## src/rtl/alu_seq.sv

```systemverilog
// ============================================================================
// Module   : alu_seq
// Purpose  : Operand-issue / result-capture stage around a 16-bit combinational
//            alu, with valid/ready handshakes, Z/N/C/V flags and an accumulator.
// Revision : 1.0 - initial release
// ============================================================================
`default_nettype none

module alu_seq #(
    parameter int                 WIDTH     = 16,
    parameter logic [WIDTH-1:0]   ACC_RESET = '0
) (
    input  logic             clk,
    input  logic             rst,
    input  logic             in_valid,
    output logic             in_ready,
    input  logic [1:0]       in_op,
    input  logic [WIDTH-1:0] in_a,
    input  logic [WIDTH-1:0] in_b,
    input  logic             in_use_acc,
    output logic [1:0]       alu_op,
    output logic [WIDTH-1:0] alu_a,
    output logic [WIDTH-1:0] alu_b,
    input  logic [WIDTH-1:0] alu_o,
    input  logic             alu_cout,
    output logic             out_valid,
    input  logic             out_ready,
    output logic [WIDTH-1:0] out_result,
    output logic [3:0]       out_flags,
    output logic [WIDTH-1:0] acc
);

    typedef enum logic [1:0] {
        S_IDLE = 2'd0,
        S_EXEC = 2'd1,
        S_DONE = 2'd2
    } state_t;

    localparam logic [1:0] c_OP_ADD = 2'b00;
    localparam logic [1:0] c_OP_SUB = 2'b01;

    state_t           state_q, state_d;
    logic [1:0]       op_q;
    logic [WIDTH-1:0] a_q, b_q;
    logic [WIDTH-1:0] result_q;
    logic [3:0]       flags_q;
    logic [WIDTH-1:0] acc_q;
    logic             out_valid_q;

    logic             w_accept;
    logic             w_z, w_n, w_c, w_v;

    // in_ready depends combinationally on out_ready only, never on in_valid.
    always_comb begin
        state_d  = state_q;
        in_ready = 1'b0;
        case (state_q)
            S_IDLE: begin
                in_ready = 1'b1;
                if (in_valid) state_d = S_EXEC;
            end
            S_EXEC: begin
                state_d = S_DONE;
            end
            S_DONE: begin
                if (out_ready) begin
                    in_ready = 1'b1;
                    state_d  = in_valid ? S_EXEC : S_IDLE;
                end
            end
            default: begin
                state_d = S_IDLE;
            end
        endcase
    end

    always_ff @(posedge clk or posedge rst) begin
        if (rst) state_q <= S_IDLE;
        else     state_q <= state_d;
    end

    assign w_accept = in_valid & in_ready;

    // Overflow checks use the registered operands, which are what the alu saw.
    always_comb begin
        w_z = (alu_o == '0);
        w_n = alu_o[WIDTH-1];
        w_c = 1'b0;
        w_v = 1'b0;
        if (op_q == c_OP_ADD) begin
            w_c = alu_cout;
            w_v = (a_q[WIDTH-1] == b_q[WIDTH-1]) & (alu_o[WIDTH-1] != a_q[WIDTH-1]);
        end else if (op_q == c_OP_SUB) begin
            w_c = alu_cout;
            w_v = (a_q[WIDTH-1] != b_q[WIDTH-1]) & (alu_o[WIDTH-1] != a_q[WIDTH-1]);
        end
    end

    always_ff @(posedge clk or posedge rst) begin
        if (rst) begin
            op_q        <= '0;
            a_q         <= '0;
            b_q         <= '0;
            result_q    <= '0;
            flags_q     <= '0;
            acc_q       <= ACC_RESET;
            out_valid_q <= 1'b0;
        end else begin
            if (w_accept) begin
                op_q <= in_op;
                // In DONE, acc_q already holds the result being retired this cycle.
                a_q  <= in_use_acc ? acc_q : in_a;
                b_q  <= in_b;
            end
            if (state_q == S_EXEC) begin
                result_q    <= alu_o;
                flags_q     <= {w_z, w_n, w_c, w_v};
                acc_q       <= alu_o;
                out_valid_q <= 1'b1;
            end else if ((state_q == S_DONE) && out_ready) begin
                out_valid_q <= 1'b0;
            end
        end
    end

    assign alu_op     = op_q;
    assign alu_a      = a_q;
    assign alu_b      = b_q;
    assign out_valid  = out_valid_q;
    assign out_result = result_q;
    assign out_flags  = flags_q;
    assign acc        = acc_q;

endmodule

`default_nettype wire
```

## config.mk

```make
export PLATFORM = sky130hd
export DESIGN_NAME = alu_seq
export DESIGN_NICKNAME = d
export VERILOG_FILES = /design/src/rtl/alu_seq.sv
export SDC_FILE = /design/constraint.sdc
export NUM_CORES = 1
export LEC_CHECK = 0
export BUFFER_PORTS_ARGS = -buffer_cell sky130_fd_sc_hd__clkbuf_2
export CAP_MARGIN = 20
export CORE_MARGIN = 4
export CORE_UTILIZATION = 45
export CTS_BUF_LIST = sky130_fd_sc_hd__clkbuf_8
export DETAILED_ROUTE_END_ITERATION = 10
export GPL_TIMING_DRIVEN = 1
export PLACE_DENSITY = 0.77
export RECOVER_POWER = 50
export SETUP_SLACK_MARGIN = 0.1
export SLEW_MARGIN = 25
export SYNTH_ARGS = -nofsm -noshare
export SYNTH_HDL_FRONTEND = slang
export SYNTH_SLANG_ARGS = --single-unit
```

## constraint.sdc

```tcl
create_clock -name clk -period 2.1 [get_ports clk]
set_input_delay 0.315 -clock clk [delete_from_list [all_inputs] [get_ports clk]]
set_output_delay 0.315 -clock clk [all_outputs]
set_load 0.05 [all_outputs]
```

==> results.py, run 1 <==
metrics = {
    "job": {
        "max-cap-violations": 0,
    },
    "clock_tree": {
        "insertion_delay_ps": 300,
        "post_cts_resized": 0,
        "cts_sinks": 56,
        "cts_max_path_buffers": 2,
        "cts_buffers": 5,
        "root_buffer": "clkbuf_8",
        "cts_setup_buffers": 0,
        "cts.clk_slew.worst_paths_ps": 90,
        "ctsHoldBuffers": 0,
        "htree_levels": 2,
        "cts_tree": "yes",
    },
    "finish": {
        "final_common_cell": "clkbuf_2",
        "instances_no_fill": 390,
        "n_fill_cell": 480,
        "final-seq-area_sq_mm": 0.00140,
        "diodes": 0,
        "nets": 376,
        "layout-drive-gt1-share": 0.481,
        "area_growth_syn_to_layout_pct": 23.7,
        "final_cell_mix": "95 x clkbuf_2, 56 x dfrtp_1, 53 x nand2_1",
        "multi_input_area_sq_um": 915,
    },
    "global_routing": {
        "grt_pass1_vias": 1757,
        "grt_overflow_total": 0,
        "grt_max_degree": 30,
        "antenna_found_initial": 0,
        "grt_use_total": 0.163,
        "grt_first_pass_wirelength_mm": 8.39,
    },
    "sta": {
        "period_needed_ps": 1770,
        "worst_slew_pin_slew_ps": 1060,
        "relSlewSlack": 0.294,
        "setup_violations": 0,
        "finClkSkew_ps": 6.06,
        "hold_viol": 0,
        "post-route-period-util": 0.841,
        "rsz0062_at_grt": "false",
        "setup_tns_ps": 0,
        "maxSlewViolCount": 0,
        "max_freq_mhz": 566,
    },
    "worst_setup_path": {
        "arrival_ps": 1950,
        "cp_max_fo": 23,
        "r2r.worst_path.cells": 4,
        "worstPathRequired_ps": 2290,
        "setup.worst_path.start_class": "flip-flop",
        "path_class": "flip-flop to flip-flop",
        "critPathCaptureType": "flip-flop",
    },
    "die": {
        "ioPinCount": 128,
        "die_h_um": 82.7,
        "die_area_sq_mm": 0.00684,
        "start_util": 0.476,
        "rows": 26,
        "floorplan.core_area_sq_mm": 0.00527,
        "die_x_um": 82.7,
    },
    "placement": {
        "place_inst": 383,
        "io_buffers": 127,
        "dpl.hpwl_mm": 4.31,
        "place_congestion": 0.745,
    },
    "yosys": {
        "syn_nets": 264,
        "synthSimpleGateAreaFrac": 0.123,
        "synthAdderAreaFrac": 0,
        "synthMuxAreaShare": 0.228,
        "synth_top_area_frac": 0.558,
        "synth.distinct_cells": 22,
        "syn_inst": 208,
        "synth_top_area_cell": "dfrtp_1",
        "synthesis.area_sq_mm": 0.00251,
        "synth_compound_area_frac": 0.00997,
        "ys_seq_elements": 56,
        "ys_seq_area_frac": 0.558,
        "synth_top_family_by_area": "multiplexers",
        "synth_xor_area_frac": 0.00349,
        "yosys_warnings": 0,
        "postSynthAreaPerCell_sq_um": 12.1,
        "ys_top_cells_by_area": "dfrtp_1 56%, mux2_2 22%, nand2_1 7.9%",
    },
    "route": {
        "final_antenna_net_count": 0,
        "vias_per_cell": 4.79,
        "num_vias": 1869,
        "firstDrtPassIters": 4,
        "drcViolationCount": 0,
        "wirelength_mm": 5.50,
        "dr.first_iter.drc_count": 50,
        "wl_per_cell_um": 14.1,
    },
    "power": {
        "peakVddDrop_mv": 0.922,
        "p_leak_nw": 1.57,
        "p_per_area_mw_per_mm2": 1660,
    },
    "status": {
        "outcome": "finished, final reports clean",
    },
    "min_path": {
        "hold_depth": 3,
        "hold_path.class": "primary input to flip-flop",
    },
}
==> where the power goes <==
part	internal (mW)	total (mW)	leakage, nW	switching, mW
logic	0.637	2.90	0.846	2.26
registers	1.45	1.72	0.677	0.272
clock network	0.223	0.534	0.0452	0.311
==> per-stage QoR <==
| stage | total power, mW | cell area, sq um | hold slack, ps | util | setup WS (ps) |
|---|---|---|---|---|---|
| 5_1_grt | 5.45 | 3110 | 210 | 0.590 | 217 |
| 3_5_place_dp | 4.74 | 3090 | 419 | 0.586 | 517 |
| 3_3_place_gp | 4.70 | 3090 | 408 | 0.586 | 578 |
| 6_report | 5.16 | 3110 | 222 | 0.590 | 333 |
| 2_1_floorplan | 4.21 | 2510 | 420 | - | 414 |
| 4_1_cts | 5.29 | 3170 | 86.4 | 0.601 | 469 |
==> area by class of cell <==
class	count	share of cell area
tap	70	0.0282
clock inverter	2	0.00282
inverter	2	0.00242
clock buffer	5	0.0222
timing repair buffer	131	0.199
multi-input combinational	124	0.294
sequential	56	0.451
==> logic make-up (layout without fill, tap and decap cells) <==
logic type	after synthesis	after routing
simple gates	67	67
compound gates	5	5
flops	56	56
mux	51	51
xor+xnor	1	1
buf+inv	28	140
==> synthesized netlist by cell type (all sizes together) <==
| cell type | number |
|---|---|
| nor2 | 1 |
| nor4 | 4 |
| o21ai | 3 |
| nand4 | 1 |
| nor2b | 2 |
| mux2 | 50 |
| inv | 2 |
| mux2i | 1 |
| nand2b | 2 |
| dfrtp | 56 |
| a21oi | 2 |
| nor3b | 3 |
| xnor2 | 1 |
| nand2 | 53 |
| clkbuf | 3 |
| nand3b | 1 |
| buf | 23 |
==> layer usage <==
layer / share of wire / track usage
met1: 0.41 / 0.196
met2: 0.50 / 0.285
met3: 0.095 / 0.0531
met4: 0.0027 / 0.0343
met5: 0 / 0
==> worst max-delay path, cell delays in order (launching register included) <==
cell	delay, ps
dfrtp_1	440
nor2b_4	160
nor3b_4	180
clkbuf_2	480
mux2_2	400
==> sequential cells by signal (all words and copies together) (netlist names) <==
register,flops
acc,15
alu_op,2
out_flags,4
alu_b,16
state_q,2
out_valid,1
alu_a,16
==> path summary, 6_finish.rpt <==
kind                            slack, ps                      from                        to
worst max register to register        330    state_q[1]$_DFFE_PP0P_      alu_a[2]$_DFFE_PP0P_
min in group asynchronous             250                       rst     alu_b[13]$_DFFE_PP0P_
worst min register to register        470  out_flags[1]$_DFFE_PP0P_  out_flags[1]$_DFFE_PP0P_
worst min-delay path                  220                  alu_o[0]        acc[0]$_DFFE_PP0P_
worst max-delay path                  330    state_q[1]$_DFFE_PP0P_      alu_a[2]$_DFFE_PP0P_
max in group asynchronous             630                       rst       acc[13]$_DFFE_PP0P_
(Power assumes the default switching activity.)
==> run 2, diff against run 1 <==
==> constraint.sdc (replaced) <==
create_clock -name clk -period 1.66 [get_ports clk]
set_input_delay 0.249 -clock clk [delete_from_list [all_inputs] [get_ports clk]]
set_output_delay 0.249 -clock clk [all_outputs]
set_load 0.05 [all_outputs]
==> run 2 against run 1 <==
Compared with the run above: clock power increased by 31%; cell count increased by 1.8%; sequential power increased by 27%; clock skew up 2.8 ps; wire length is 7.4% higher; non-clock buffer count up 7; sequential cell count stayed put; critical path type unchanged; critical endpoint is now alu_a[12]$_DFFE_PP0P_; largest power group unchanged.
==> results.py, run 2 (synthesized netlist as in run 1, its figures left out) <==
metrics = {
    "finish": {
        "layout-drive-gt1-share": 0.520,
        "final_cell_mix": "101 x clkbuf_2, 55 x dfrtp_1, 53 x nand2_1",
        "nets": 383,
        "final_common_cell": "clkbuf_2",
        "area_growth_syn_to_layout_pct": 27.8,
        "fin_util": 0.609,
        "diodes": 0,
    },
    "die": {
        "ioPinCount": 128,
        "rows": 26,
        "die_area_sq_mm": 0.00684,
        "die_x_um": 82.7,
        "start_util": 0.476,
        "die_h_um": 82.7,
        "floorplan.core_area_sq_mm": 0.00527,
    },
    "worst_setup_path": {
        "cp_max_fo": 6,
        "critPathCaptureType": "flip-flop",
        "path_class": "flip-flop to flip-flop",
        "worstPathRequired_ps": 1860,
        "arrival_ps": 1750,
        "setup.worst_path.start_class": "flip-flop",
    },
    "sta": {
        "setup_tns_ps": 0,
        "hold_viol": 0,
        "maxSlewViolCount": 0,
        "rsz0062_at_grt": "true",
        "relSlewSlack": 0.588,
        "worst_slew_pin_slew_ps": 620,
        "max_freq_mhz": 644,
        "period_needed_ps": 1550,
        "post-route-period-util": 0.936,
        "setup_violations": 0,
        "finClkSkew_ps": 8.88,
        "final.setup.worst_slack_ps": 107,
    },
    "power": {
        "clock_power_share": 0.105,
        "swShare": 0.551,
        "power.switching_mw": 3.66,
        "p_leak_nw": 1.63,
        "power.internal_mw": 2.99,
        "seqPwrFrac": 0.330,
        "p_per_area_mw_per_mm2": 2070,
        "combPwrFrac": 0.565,
        "peakVddDrop_mv": 1.21,
    },
    "route": {
        "wirelength_mm": 5.91,
        "firstDrtPassIters": 4,
        "vias_per_cell": 4.86,
        "dr.first_iter.drc_count": 93,
        "wl_per_cell_um": 14.9,
        "num_vias": 1929,
        "drcViolationCount": 0,
        "final_antenna_net_count": 0,
    },
    "placement": {
        "dpl_worst_slack_ps": 152,
        "io_buffers": 127,
        "place_congestion": 0.711,
        "dpl.hpwl_mm": 4.56,
    },
    "global_routing": {
        "grtUsageMet1": 0.209,
        "grt_pass1_vias": 1885,
        "grt_overflow_total": 0,
        "gr-usage-met2": 0.308,
        "grt_busiest_layer": "met2",
        "grt_use_total": 0.174,
        "grt_max_degree": 34,
        "grtUsageMet3": 0.0553,
        "antenna_found_initial": 0,
        "grt_first_pass_wirelength_mm": 8.98,
    },
    "clock_tree": {
        "cts.clk_slew.worst_paths_ps": 100,
        "cts_sinks": 56,
        "insertion_delay_ps": 300,
        "cts_tree": "yes",
        "htree_levels": 2,
        "root_buffer": "clkbuf_8",
        "cts_buffers": 5,
        "cts_max_path_buffers": 2,
    },
    "min_path": {
        "hold_path.class": "primary input to flip-flop",
    },
    "job": {
        "max-cap-violations": 0,
    },
    "status": {
        "outcome": "finished, final reports clean",
    },
}
[run 2: cell count changes in the layout (fill, tap and decap cells not counted), sizes merged]
cell	previous run	this run
buf	2	8
clkinvlp	0	1
dlygate4sd3	0	1
inv	3	2
[run 2: layout make-up]
| type | instances | area (sq um) |
|---|---|---|
| fillers | 472 | 2060 |
| well taps | 70 | 87.6 |
| inverters | 2 | 11.3 |
| flip-flops and latches | 56 | 1400 |
| clock inverters | 2 | 8.76 |
| multi-input cells | 124 | 915 |
| clock buffers | 5 | 68.8 |
| repair buffers | 138 | 716 |
[run 2: what timing repair did]
item	in CTS	in global routing
setup buffers	0	2
cloned	0	1
gates resized for setup	1	8
hold endpoints to repair	22	0
endpoints found under the setup margin	1	34
hold buffers	1	0
[run 2: metal layers]
metal  up-vias  share of wire
li1        915              -
met1       914           0.38
met2        93           0.50
met3         7           0.11
met4         0          0.013
met5         -              0
[run 2: stage by stage]
step	hold slack, ps	total power [mW]	cells	area, sq um
2_1_floorplan	329	5.33	208	2510
3_3_place_gp	309	5.98	386	3130
3_5_place_dp	323	6.04	386	3130
4_1_cts	146	6.74	394	3220
5_1_grt	149	7.00	397	3210
6_report	149	6.64	397	3210
[run 2: power by group through the flow]
stage | registers, mW | clock network, mW | logic [mW]
floorplan | 3.81 | 0 | 1.51
global placement | 2.21 | 0 | 3.77
detailed placement | 2.23 | 0 | 3.81
CTS | 2.20 | 0.715 | 3.82
global route | 2.26 | 0.774 | 3.97
finish | 2.19 | 0.697 | 3.75
[run 2: final timing paths]
path / slack [ps] / cells past startpoint / start / end
worst max-delay path: 110 / 5 / state_q[1]$_DFFE_PP0P_ / alu_a[12]$_DFFE_PP0P_
worst min-delay path: 150 / 3 / alu_o[11] / acc[11]$_DFFE_PP0P_
worst max register to register: 110 / 5 / state_q[1]$_DFFE_PP0P_ / alu_a[12]$_DFFE_PP0P_
worst min register to register: 500 / 2 / out_flags[1]$_DFFE_PP0P_ / out_flags[1]$_DFFE_PP0P_
max in group asynchronous: 290 / 4 / rst / acc[1]$_DFFE_PP0P_
min in group asynchronous: 520 / 3 / rst / alu_b[1]$_DFFE_PP0P_
[run 2: worst max-delay path, stage by stage (launching register included)]
cell     delay (ps)
dfrtp_2         440
nor2b_4         140
nor3b_4         240
buf_6           150
buf_6           130
mux2_2          340
==> run 3, diff against run 2 <==
--- a/config.mk
+++ b/config.mk
@@ -5,6 +5,7 @@
 export SDC_FILE = /design/constraint.sdc
 export NUM_CORES = 1
 export LEC_CHECK = 0
+export ABC_AREA = 1
 export BUFFER_PORTS_ARGS = -buffer_cell sky130_fd_sc_hd__clkbuf_2
 export CAP_MARGIN = 20
 export CORE_MARGIN = 4
==> run 3 against run 2 <==
Compared with the run above: largest cell class unchanged; largest power group unchanged; critical path type is now flip-flop to output port; area after synthesis rose by 3.1%; first-iteration DRC count fell by 1.1%; highest routed layer unchanged; hold slack got worse by 2.3 ps; non-clock buffer count fell by 5.
==> results.py, run 3 <==
metrics = {
    "status": {
        "outcome": "finished, final reports clean",
    },
    "worst_setup_path": {
        "cp_max_fo": 4,
        "cpPeakStageDelay_ps": 440,
        "path_cells": "nand2_1 -> nand2_1 -> inv_1 -> clkbuf_4",
        "cp_slowest_cell": "dfrtp_1",
        "arrival_ps": 1260,
        "critPathCaptureType": "output port",
        "cpLargestDelayFamily": "flip-flops",
        "critPathMostFrequentCell": "nand2_1",
        "r2r_slack_ps": 290,
        "path_class": "flip-flop to output port",
        "setup.worst_path.start_class": "flip-flop",
        "cp_num_buf_inv": 2,
        "worstPathRequired_ps": 1410,
    },
    "placement": {
        "dpl.hpwl_mm": 4.70,
        "place_congestion": 0.792,
        "io_buffers": 127,
        "place_inst": 504,
    },
    "route": {
        "wl_met2_mm": 2.92,
        "firstDrtPassIters": 4,
        "drcViolationCount": 0,
        "final_antenna_net_count": 0,
        "dr.first_iter.drc_count": 92,
        "wl_met1_mm": 2.79,
        "num_vias": 2235,
        "wirelength_mm": 6.11,
        "wl_met3_um": 333,
        "wl_per_cell_um": 11.9,
        "vias_per_cell": 4.37,
        "top_layer": "met4",
    },
    "die": {
        "rows": 27,
        "die_h_um": 83.8,
        "die_area_sq_mm": 0.00703,
        "die_x_um": 83.8,
        "floorplan.core_area_sq_mm": 0.00554,
        "ioPinCount": 128,
        "start_util": 0.467,
    },
    "yosys": {
        "synth_top_area_frac": 0.541,
        "ys_seq_area_frac": 0.541,
        "ys_seq_elements": 56,
        "ys_top_cells_by_area": "dfrtp_1 54%, nand2_1 25%, buf_4 5.2%",
        "synthesis.area_sq_mm": 0.00259,
        "postSynthAreaPerCell_sq_um": 7.84,
        "synth_top_area_cell": "dfrtp_1",
        "yosysMostFrequentCell": "nand2_1",
        "syn_inst": 330,
        "synth.distinct_cells": 16,
        "syn_nets": 386,
        "synth_ff_type": "dfrtp_1",
        "async_flop_share": 1.00,
        "yosys_warnings": 0,
        "synth_edf_count": 0,
        "synth_commonest_cells": "171 x nand2_1, 56 x dfrtp_1, 26 x inv_1",
    },
    "sta": {
        "relSlewSlack": 0.580,
        "setup_tns_ps": 0,
        "maxSlewViolCount": 0,
        "max_freq_mhz": 663,
        "rsz0062_at_grt": "false",
        "worst_slew_pin_slew_ps": 633,
        "hold_viol": 0,
        "finClkSkew_ps": 4.65,
        "period_needed_ps": 1510,
        "setup_violations": 0,
        "post-route-period-util": 0.908,
    },
    "clock_tree": {
        "cts.clk_slew.worst_paths_ps": 90,
        "cts_setup_buffers": 0,
        "cts_max_path_buffers": 2,
        "cts_sinks": 56,
        "htree_levels": 2,
        "cts_buffers": 5,
        "insertion_delay_ps": 300,
        "cts_tree": "yes",
        "root_buffer": "clkbuf_8",
    },
    "global_routing": {
        "grt_overflow_total": 0,
        "grt_pass1_vias": 2191,
        "grt_max_degree": 33,
        "grt_first_pass_wirelength_mm": 9.92,
        "grt_use_total": 0.172,
        "antenna_found_initial": 0,
    },
    "power": {
        "peakVddDrop_mv": 0.846,
        "p_leak_nw": 1.93,
        "finalPower_mw": 6.17,
        "p_per_area_mw_per_mm2": 1910,
    },
    "finish": {
        "instances_no_fill": 512,
        "final_common_cell": "nand2_1",
        "nets": 496,
        "area_growth_syn_to_layout_pct": 25.0,
        "n_fill_cell": 536,
        "layout-drive-gt1-share": 0.289,
        "diodes": 0,
        "final_cell_mix": "172 x nand2_1, 110 x clkbuf_2, 56 x dfrtp_1",
    },
    "min_path": {
        "hold_path.class": "primary input to flip-flop",
    },
    "job": {
        "max-cap-violations": 0,
    },
}
[run 3: layout make-up]
type / count / area (sq um) / area share
inverters: 29 / 113 / 0.0348
clock buffers: 7 / 96.3 / 0.0298
flip-flops and latches: 56 / 1400 / 0.433
well taps: 72 / 90.1 / 0.0278
multi-input cells: 215 / 861 / 0.266
repair buffers: 133 / 674 / 0.208
[run 3: tightest hold or removal path: cells and delay by family]
| family | cells | cell delay, ps |
|---|---|---|
| AND/OR/NAND/NOR | 2 | 90 |
| buffers and inverters | 1 | 70 |
[run 3: path summary, 6_finish.rpt]
kind / from / end / cells after the start
max: state_q[1]$_DFFE_PP0P_ / in_ready / 4
min: in_b[3] / alu_b[3]$_DFFE_PP0P_ / 3
max reg2reg: state_q[0]$_DFFE_PP0P_ / out_flags[3]$_DFFE_PP0P_ / 6
min reg2reg: state_q[0]$_DFFE_PP0P_ / state_q[1]$_DFFE_PP0P_ / 1
max in group asynchronous: rst / alu_a[2]$_DFFE_PP0P_ / 4
min in group asynchronous: rst / alu_b[4]$_DFFE_PP0P_ / 3
[run 3: timing repair]
| action | CTS | global route |
|---|---|---|
| endpoints found under the hold margin | 23 | 0 |
| resized for setup | 0 | 2 |
| setup endpoints to repair | 0 | 1 |
| hold buffers | 1 | 0 |
[run 3: kinds of logic after synthesis]
| group | Yosys count | share of synthesized area |
|---|---|---|
| AO/OA/AOI/OAI | 23 | 0.0445 |
| buffers and inverters | 59 | 0.124 |
| AND/OR/NAND/NOR | 191 | 0.287 |
| XOR/XNOR | 1 | 0.00338 |
| flip-flops | 56 | 0.541 |
[run 3: layer usage]
metal / track usage / vias to the layer above
met5: 0 / -
met4: 0.0497 / 0
met1: 0.215 / 969
met2: 0.300 / 76
li1: - / 1184
met3: 0.0365 / 6
[run 3: where the power goes]
part	internal [mW]	leakage, nW	switching (mW)
Sequential	1.76	0.696	0.335
Combinational	0.619	1.18	2.68
Clock	0.372	0.0503	0.399
[run 3: through the flow]
step           worst slack, ps   util  area, sq um  hold slack (ps)
2_1_floorplan              472      -         2590              329
3_3_place_gp               486  0.570         3160              306
3_5_place_dp               384  0.570         3160              314
4_1_cts                    132  0.589         3260              137
5_1_grt                   91.0  0.584         3240              138
6_report                   152  0.584         3240              146
